===== src/rtl/id_ex_stage.sv =====
// ID/EX pipeline stage: immediate extension, EX/MEM operand forwarding,
// load-use hazard detection and a registered valid/ready boundary.
module id_ex_stage #(
  parameter int DATA_W = 16,
  parameter int IMM_W  = 8,
  parameter int REG_AW = 4,
  parameter int CNT_W  = 16
) (
  input  logic              clk,
  input  logic              rst_n,
  input  logic              in_valid,
  output logic              in_ready,
  input  logic [REG_AW-1:0] rs1_addr,
  input  logic [REG_AW-1:0] rs2_addr,
  input  logic [REG_AW-1:0] rd_addr,
  input  logic              rd_wr_en,
  input  logic              is_load,
  input  logic [IMM_W-1:0]  imm_in,
  input  logic [1:0]        imm_mode,
  input  logic [DATA_W-1:0] rs1_rdata,
  input  logic [DATA_W-1:0] rs2_rdata,
  input  logic              ex_wr_en,
  input  logic              ex_is_load,
  input  logic [REG_AW-1:0] ex_rd_addr,
  input  logic [DATA_W-1:0] ex_result,
  input  logic              mem_wr_en,
  input  logic [REG_AW-1:0] mem_rd_addr,
  input  logic [DATA_W-1:0] mem_result,
  input  logic              flush,
  input  logic              ex_ready,
  output logic              out_valid,
  output logic [DATA_W-1:0] out_rs1_data,
  output logic [DATA_W-1:0] out_rs2_data,
  output logic [DATA_W-1:0] out_imm,
  output logic [REG_AW-1:0] out_rd_addr,
  output logic              out_rd_wr_en,
  output logic              out_is_load,
  output logic              hazard_stall,
  output logic [CNT_W-1:0]  stall_count
);

  localparam int PAD_W = DATA_W - IMM_W;

  function automatic logic [DATA_W-1:0] ext_imm(input logic [IMM_W-1:0] imm,
                                                input logic [1:0] mode);
    logic [DATA_W-1:0] sx;
    sx = {{PAD_W{imm[IMM_W-1]}}, imm};
    case (mode)
      2'b00:   ext_imm = sx;
      2'b01:   ext_imm = {{PAD_W{1'b0}}, imm};
      2'b10:   ext_imm = sx << 1;
      2'b11:   ext_imm = {imm, {PAD_W{1'b0}}};
      default: ext_imm = sx;
    endcase
  endfunction

  // A load in EX has no data yet, so it never forwards; that case is the hazard.
  function automatic logic [DATA_W-1:0] fwd(input logic [REG_AW-1:0] addr,
                                            input logic [DATA_W-1:0] rdata);
    if (ex_wr_en && !ex_is_load && (ex_rd_addr == addr))
      fwd = ex_result;
    else if (mem_wr_en && (mem_rd_addr == addr))
      fwd = mem_result;
    else
      fwd = rdata;
  endfunction

  logic              out_valid_r;
  logic [DATA_W-1:0] rs1_data_r, rs2_data_r, imm_r;
  logic [REG_AW-1:0] rd_addr_r;
  logic              rd_wr_en_r, is_load_r;
  logic [CNT_W-1:0]  stall_cnt_r;
  logic              adv_s, xfer_s, hazard_s;

  assign hazard_s = in_valid & out_valid_r & ex_wr_en & ex_is_load &
                    ((ex_rd_addr == rs1_addr) | (ex_rd_addr == rs2_addr));
  assign adv_s    = ~out_valid_r | ex_ready;
  assign in_ready = adv_s & ~hazard_s & ~flush;
  assign xfer_s   = in_valid & in_ready;

  // ID/EX boundary register: flush beats transfer beats bubble beats hold.
  always_ff @(posedge clk or negedge rst_n) begin
    if (!rst_n) begin
      out_valid_r <= 1'b0;
      rs1_data_r  <= {DATA_W{1'b0}};
      rs2_data_r  <= {DATA_W{1'b0}};
      imm_r       <= {DATA_W{1'b0}};
      rd_addr_r   <= {REG_AW{1'b0}};
      rd_wr_en_r  <= 1'b0;
      is_load_r   <= 1'b0;
    end else if (flush) begin
      out_valid_r <= 1'b0;
    end else if (xfer_s) begin
      out_valid_r <= 1'b1;
      rs1_data_r  <= fwd(rs1_addr, rs1_rdata);
      rs2_data_r  <= fwd(rs2_addr, rs2_rdata);
      imm_r       <= ext_imm(imm_in, imm_mode);
      rd_addr_r   <= rd_addr;
      rd_wr_en_r  <= rd_wr_en;
      is_load_r   <= is_load;
    end else if (adv_s) begin
      out_valid_r <= 1'b0;
    end else begin
      out_valid_r <= out_valid_r;
    end
  end

  // Saturating count of load-use stall cycles.
  always_ff @(posedge clk or negedge rst_n) begin
    if (!rst_n)
      stall_cnt_r <= {CNT_W{1'b0}};
    else if (hazard_s && (stall_cnt_r != {CNT_W{1'b1}}))
      stall_cnt_r <= stall_cnt_r + {{(CNT_W-1){1'b0}}, 1'b1};
    else
      stall_cnt_r <= stall_cnt_r;
  end

  assign out_valid    = out_valid_r;
  assign out_rs1_data = rs1_data_r;
  assign out_rs2_data = rs2_data_r;
  assign out_imm      = imm_r;
  assign out_rd_addr  = rd_addr_r;
  assign out_rd_wr_en = rd_wr_en_r;
  assign out_is_load  = is_load_r;
  assign hazard_stall = hazard_s;
  assign stall_count  = stall_cnt_r;

endmodule


===== config.mk =====
export PLATFORM = sky130hd
export DESIGN_NAME = id_ex_stage
export DESIGN_NICKNAME = d
export VERILOG_FILES = /design/src/rtl/id_ex_stage.sv
export SDC_FILE = /design/constraint.sdc
export NUM_CORES = 1
export LEC_CHECK = 0
export CORE_ASPECT_RATIO = 1.2
export CORE_MARGIN = 8
export CORE_UTILIZATION = 27
export DETAILED_ROUTE_END_ITERATION = 7
export PLACE_DENSITY = 0.68
export RECOVER_POWER = 25
export SLEW_MARGIN = 20
export SYNTH_ARGS = -nofsm -noshare
export SYNTH_HDL_FRONTEND = slang
export SYNTH_SLANG_ARGS = --single-unit
export TNS_END_PERCENT = 50

===== constraint.sdc =====
create_clock -name clk -period 2.1 [get_ports clk]
set_clock_uncertainty 0.2 [all_clocks]
set_input_delay 0.21 -clock clk [delete_from_list [all_inputs] [get_ports clk]]
set_output_delay 0.21 -clock clk [all_outputs]
set_load 0.005 [all_outputs]

== Word level (Yosys, flattened, before mapping) ==
Index checks and enable logic that the tools add are counted.

* Bitwise logic cells: 12
* $add $sub $neg: 1
* Reductions and logical operators: 10
* Equal/unequal tests: 8
* Mux-type cells: 8

{| class="wikitable"
|+ Operators with widths
! operator !! number
|-
| $mux W16 || 4
|-
| $pmux W16 S4 || 1
|-
| $add A16 B1 Y16 const B || 1
|-
| $eq A4 B4 Y1 || 4
|-
| $ne A16 B16 Y1 const B || 1
|-
| $and A1 B1 Y1 || 7
|-
| $logic_and A1 B1 Y1 || 6
|-
| $eq A2 B2 Y1 const B || 2
|-
| $mux W1 || 3
|-
| $not A1 Y1 || 3
|-
| $reduce_bool A3 Y1 || 1
|-
| $eq A2 B1 Y1 const B || 1
|-
| $logic_not A2 Y1 || 1
|-
| $or A1 B1 Y1 || 2
|-
| $reduce_and A2 Y1 || 1
|-
| $logic_not A1 Y1 || 1
|}

* Bits in registers: 71
* Output and inout bits: 73
* Bits of input ports: 104
* Logic and storage cells: 47

== Depth between registers and ports, before layout ==
* Word-level depth: 10
* Depth in mapped cells: 7
* Gate-level depth less buffers: 6

== Worst setup path after synthesis ==
No wires, ideal clock.

* Path kind: register -> register
* From: register stall_cnt_r[0] (netlist: stall_count[0])
* To: register stall_cnt_r[1] (netlist: stall_count[1])
* Period minus slack after synthesis: 2057 ps
* Data required time: 1775 ps
* Setup time: 125 ps
* Path slack: 43 ps
* Stages on the path, launching flop included: 7
* Buffers on the path: 0
* Arrival time: 1733 ps
* Cells stage by stage: dfrtp_1 ha_1 nand3_1 nor4_4 nand2_1 nand2_1 mux2_2

* Word-level cells in the longest chain between the ends: 2
* Elaborated cells between the ends (all ways): 3
* Classes of those cells: 1 x add/sub; 1 x eq/ne; 1 x reduce/logical

{| class="wikitable"
|+ Ends and longest elaborated chain
! what !! RTL line !! RTL
|-
| from (decl) || 72 || <nowiki>logic [CNT_W-1:0] stall_cnt_r;</nowiki>
|-
| from (signal assigned) || 111 || <nowiki>stall_cnt_r <= {CNT_W{1'b0}};</nowiki>
|-
| from (signal assigned) || 113 || <nowiki>stall_cnt_r <= stall_cnt_r + {{(CNT_W-1){1'b0}}, 1'b1};</nowiki>
|-
| from (signal assigned) || 115 || <nowiki>stall_cnt_r <= stall_cnt_r;</nowiki>
|-
| parallel branches: the longest is 2 deep, another holds $add A16 B1 Y16 || -- ||
|}

Parallel ways; which one is timed is not known.
A chain may end at the register's enable or synchronous reset.

== Worst setup path after layout ==
* From: register out_valid_r (netlist: out_valid)
* To: register stall_cnt_r[14] (netlist: stall_count[14])

* Word-level cells in the longest chain between the ends: 5

{| class="wikitable"
|+ Ends and longest elaborated chain
! what !! RTL line !! RTL
|-
| from (decl) || 68 || <nowiki>logic out_valid_r;</nowiki>
|-
| from (signal assigned) || 104 || <nowiki>out_valid_r <= out_valid_r;</nowiki>
|-
| $and A1 B1 Y1 (4 in a row) || 75 || <nowiki>assign hazard_s = in_valid & out_valid_r & ex_wr_en & ex_is_load &</nowiki>
|-
| $logic_and A1 B1 Y1 || 112 || <nowiki>else if (hazard_s && (stall_cnt_r != {CNT_W{1'b1}}))</nowiki>
|}

No other way between the ends.

==> impl_metrics.json <==
{
  "status": "finished clean",
  "antenna_found_initial": 0,
  "cp.required_ns": 2.15,
  "grt_setup_unrepaired": "true",
  "cts.sink_count": 71,
  "clk_pin_slew_ns": 0.05,
  "grtUsageMet3": 0.0443,
  "critical_path_class": "register to register",
  "numCtsBuffers": 9,
  "maxCapViolCount": 0,
  "synth_fp_nets": 506,
  "grt_overflow_total": 0,
  "place_inst": 760,
  "p_leak_nw": 2.55,
  "core-area_um2": 14200,
  "clk_latency_ns": 0.32,
  "cts-root-buf": "clkbuf_16",
  "setup_viol": 0,
  "nets": 706,
  "power_per_cell_area_nw_per_um2": 649,
  "cts_tree": "done",
  "hold_viol": 0,
  "grt_usage": 0.160,
  "busiest_layer": "met2",
  "cp.arrival_ns": 2.12,
  "yosysWarnings": 0,
  "vdd.ir_drop.worst_mv": 0.298,
  "die_x_um": 126,
  "postRouteAntennaNets": 0,
  "r2r_slack_ns": 0.03,
  "via_per_inst": 5.34,
  "min-delay-path-class": "primary input to register",
  "cts.path.max_buffers": 2,
  "maxSlewViolCount": 0,
  "grt_pass1_vias": 4308,
  "grt_max_degree": 72,
  "dp_hpwl_mm": 11.9,
  "synth-seq-cells": 71,
  "drc_errors": 0,
  "crit_start": "out_valid",
  "syn_to_final_growth_pct": 65.3,
  "layout_common_cells": "clkdlybuf4s50_1, dfrtp_1, o21ai_0, buf_4, nor3_1",
  "min_from": "in_valid",
  "firstDrtPassIters": 5,
  "num_io_pins": 177,
  "port-buffer-count": 176,
  "seq_area_frac_synth": 0.455,
  "gp_congestion": 0.886,
  "syn_area_per_cell_um2": 9.73,
  "end_kind": "register",
  "drtIter0Drc": 280,
  "layout_min_cycle_time_ns": 2.07,
  "max_freq_mhz": 483,
  "layout_commonest_cell": "clkdlybuf4s50_1",
  "period_share": 0.985,
  "met2_usage": 0.271,
  "worst_setup_path_start_kind": "register",
  "grt_pass1_wl_mm": 23.7,
  "htree_levels": 3,
  "die_area_um2": 18600,
  "row_count": 48,
  "num_vias": 4162,
  "fin_area_um2": 6450,
  "fillers": 1357,
  "crit_fanout": 4,
  "post_dp_cell_area_um2": 6080,
  "slew_headroom": 0.337,
  "start_util": 0.274,
  "diodes": 0,
  "synth_cell_type_count": 36,
  "die_h_um": 148,
  "reg2reg_from": "out_valid",
  "synth_area_um2": 3900,
  "layout.cells.non_filler": 780,
  "grt_use_met1": 0.180,
  "routed_wl_mm": 15.2,
  "netlist_instances": 401,
  "final_layout_size_suffix_gt1_frac": 0.140,
  "worst-slew-pin-transition_ns": 0.995,
  "wl_per_cell_um": 19.5
}
[registers in the layout (all words and copies together), names as in the netlist]
register	cells
out_imm	16
out_rs1_data	16
out_rs2_data	16
stall_count	16
out_rd_addr	4
out_is_load	1
out_rd_wr_en	1
out_valid	1
[metal layers]
metal	wire length [um]	up-vias
met5	0	-
met4	572	0
met3	1170	32
met2	7610	225
met1	5860	1994
li1	-	1911
[synthesized netlist by cell type, drive strengths merged]
cell type | n | share of area
nand3 | 6 | 0.0077
and2 | 18 | 0.029
inv | 3 | 0.0029
nor4 | 4 | 0.018
dfrtp | 71 | 0.46
and4 | 1 | 0.0022
xor2 | 12 | 0.027
o21ai | 65 | 0.083
nor2 | 5 | 0.0048
mux2 | 7 | 0.020
and3 | 2 | 0.0032
a211oi | 1 | 0.0032
xnor2 | 19 | 0.043
nor3 | 32 | 0.041
o31ai | 32 | 0.062
ha | 1 | 0.0032
nand4 | 8 | 0.017
nand2b | 4 | 0.0064
a211o | 1 | 0.0022
a21oi | 17 | 0.022
nor3b | 1 | 0.0032
or3b | 1 | 0.0022
nor2b | 11 | 0.018
clkbuf | 27 | 0.026
a221oi | 32 | 0.072
or2 | 1 | 0.0016
nor4bb | 1 | 0.0026
nand2 | 9 | 0.0093
or4b | 1 | 0.0026
buf | 8 | 0.010
[logic make-up (layout without fill, tap and decap cells)]
kind of cell | count (synthesis) | after routing | share of synthesized area
AOI/OAI and AO/OA | 148 | 148 | 0.244
xor gates and xnor gates | 31 | 31 | 0.0696
adders and majority gates | 1 | 1 | 0.00321
buffers and inverters | 38 | 242 | 0.0394
DFF | 71 | 71 | 0.455
muxes | 7 | 7 | 0.0202
and+or+nand+nor | 105 | 105 | 0.168
[worst max-delay path: stages (launching register included)]
cell,delay (ns)
dfrtp_1,0.37
nand4_1,0.19
or4b_1,0.56
a211oi_2,0.27
nor3b_2,0.24
xor2_1,0.16
[path summary, 6_finish.rpt]
| check | end | depth (start not counted) |
|---|---|---|
| worst max-delay path | stall_count[14] | 5 |
| worst min-delay path | out_valid | 3 |
| worst max register to register | stall_count[14] | 5 |
| worst min register to register | out_rs1_data[6] | 2 |
| max in group asynchronous | out_rs1_data[6] | 2 |
| min in group asynchronous | stall_count[9] | 2 |
[area by class of cell]
cell class / count / area [um2] / share of cell area
Timing Repair Buffer: 224 / 2130 / 0.331
Multi-Input combinational cell: 292 / 2030 / 0.315
Sequential cell: 71 / 1780 / 0.276
Inverter: 3 / 11.3 / 0.00175
Clock buffer: 15 / 278 / 0.0431
Tap cell: 175 / 219 / 0.0340
[what timing repair did]
| item | CTS | global route |
|---|---|---|
| endpoints found under the hold margin | 71 | 0 |
| hold buffers | 1 | 0 |
| pin swaps | 4 | 4 |
| gates resized for setup | 20 | 11 |
| setup buffers | 4 | 1 |
| endpoints found under the setup margin | 4 | 26 |
[per-stage QoR]
step | setup TNS, ns | setup slack (ns) | power, mW | util | hold WS, ns
after global routing | -0.0351 | -0.0348 | 4.40 | 0.453 | 0.128
after global placement | -17.92 | -0.347 | 2.75 | 0.427 | 0.190
after floorplan | 0 | 0.0426 | 1.99 | - | -0.286
final | 0 | 0.0313 | 4.18 | 0.453 | 0.111
after detailed placement | -18.89 | -0.361 | 2.78 | 0.427 | 0.208
after CTS | 0 | 0.0195 | 4.23 | 0.449 | 0.0879
[report_power, final]
part / total, mW / internal [mW] / switching [mW]
clock: 1.43 / 0.892 / 0.540
combinational: 1.11 / 0.659 / 0.455
sequential: 1.64 / 1.54 / 0.0956
total: 4.18 / 3.09 / 1.09
No activity file was read; power rests on OpenSTA's default activity.
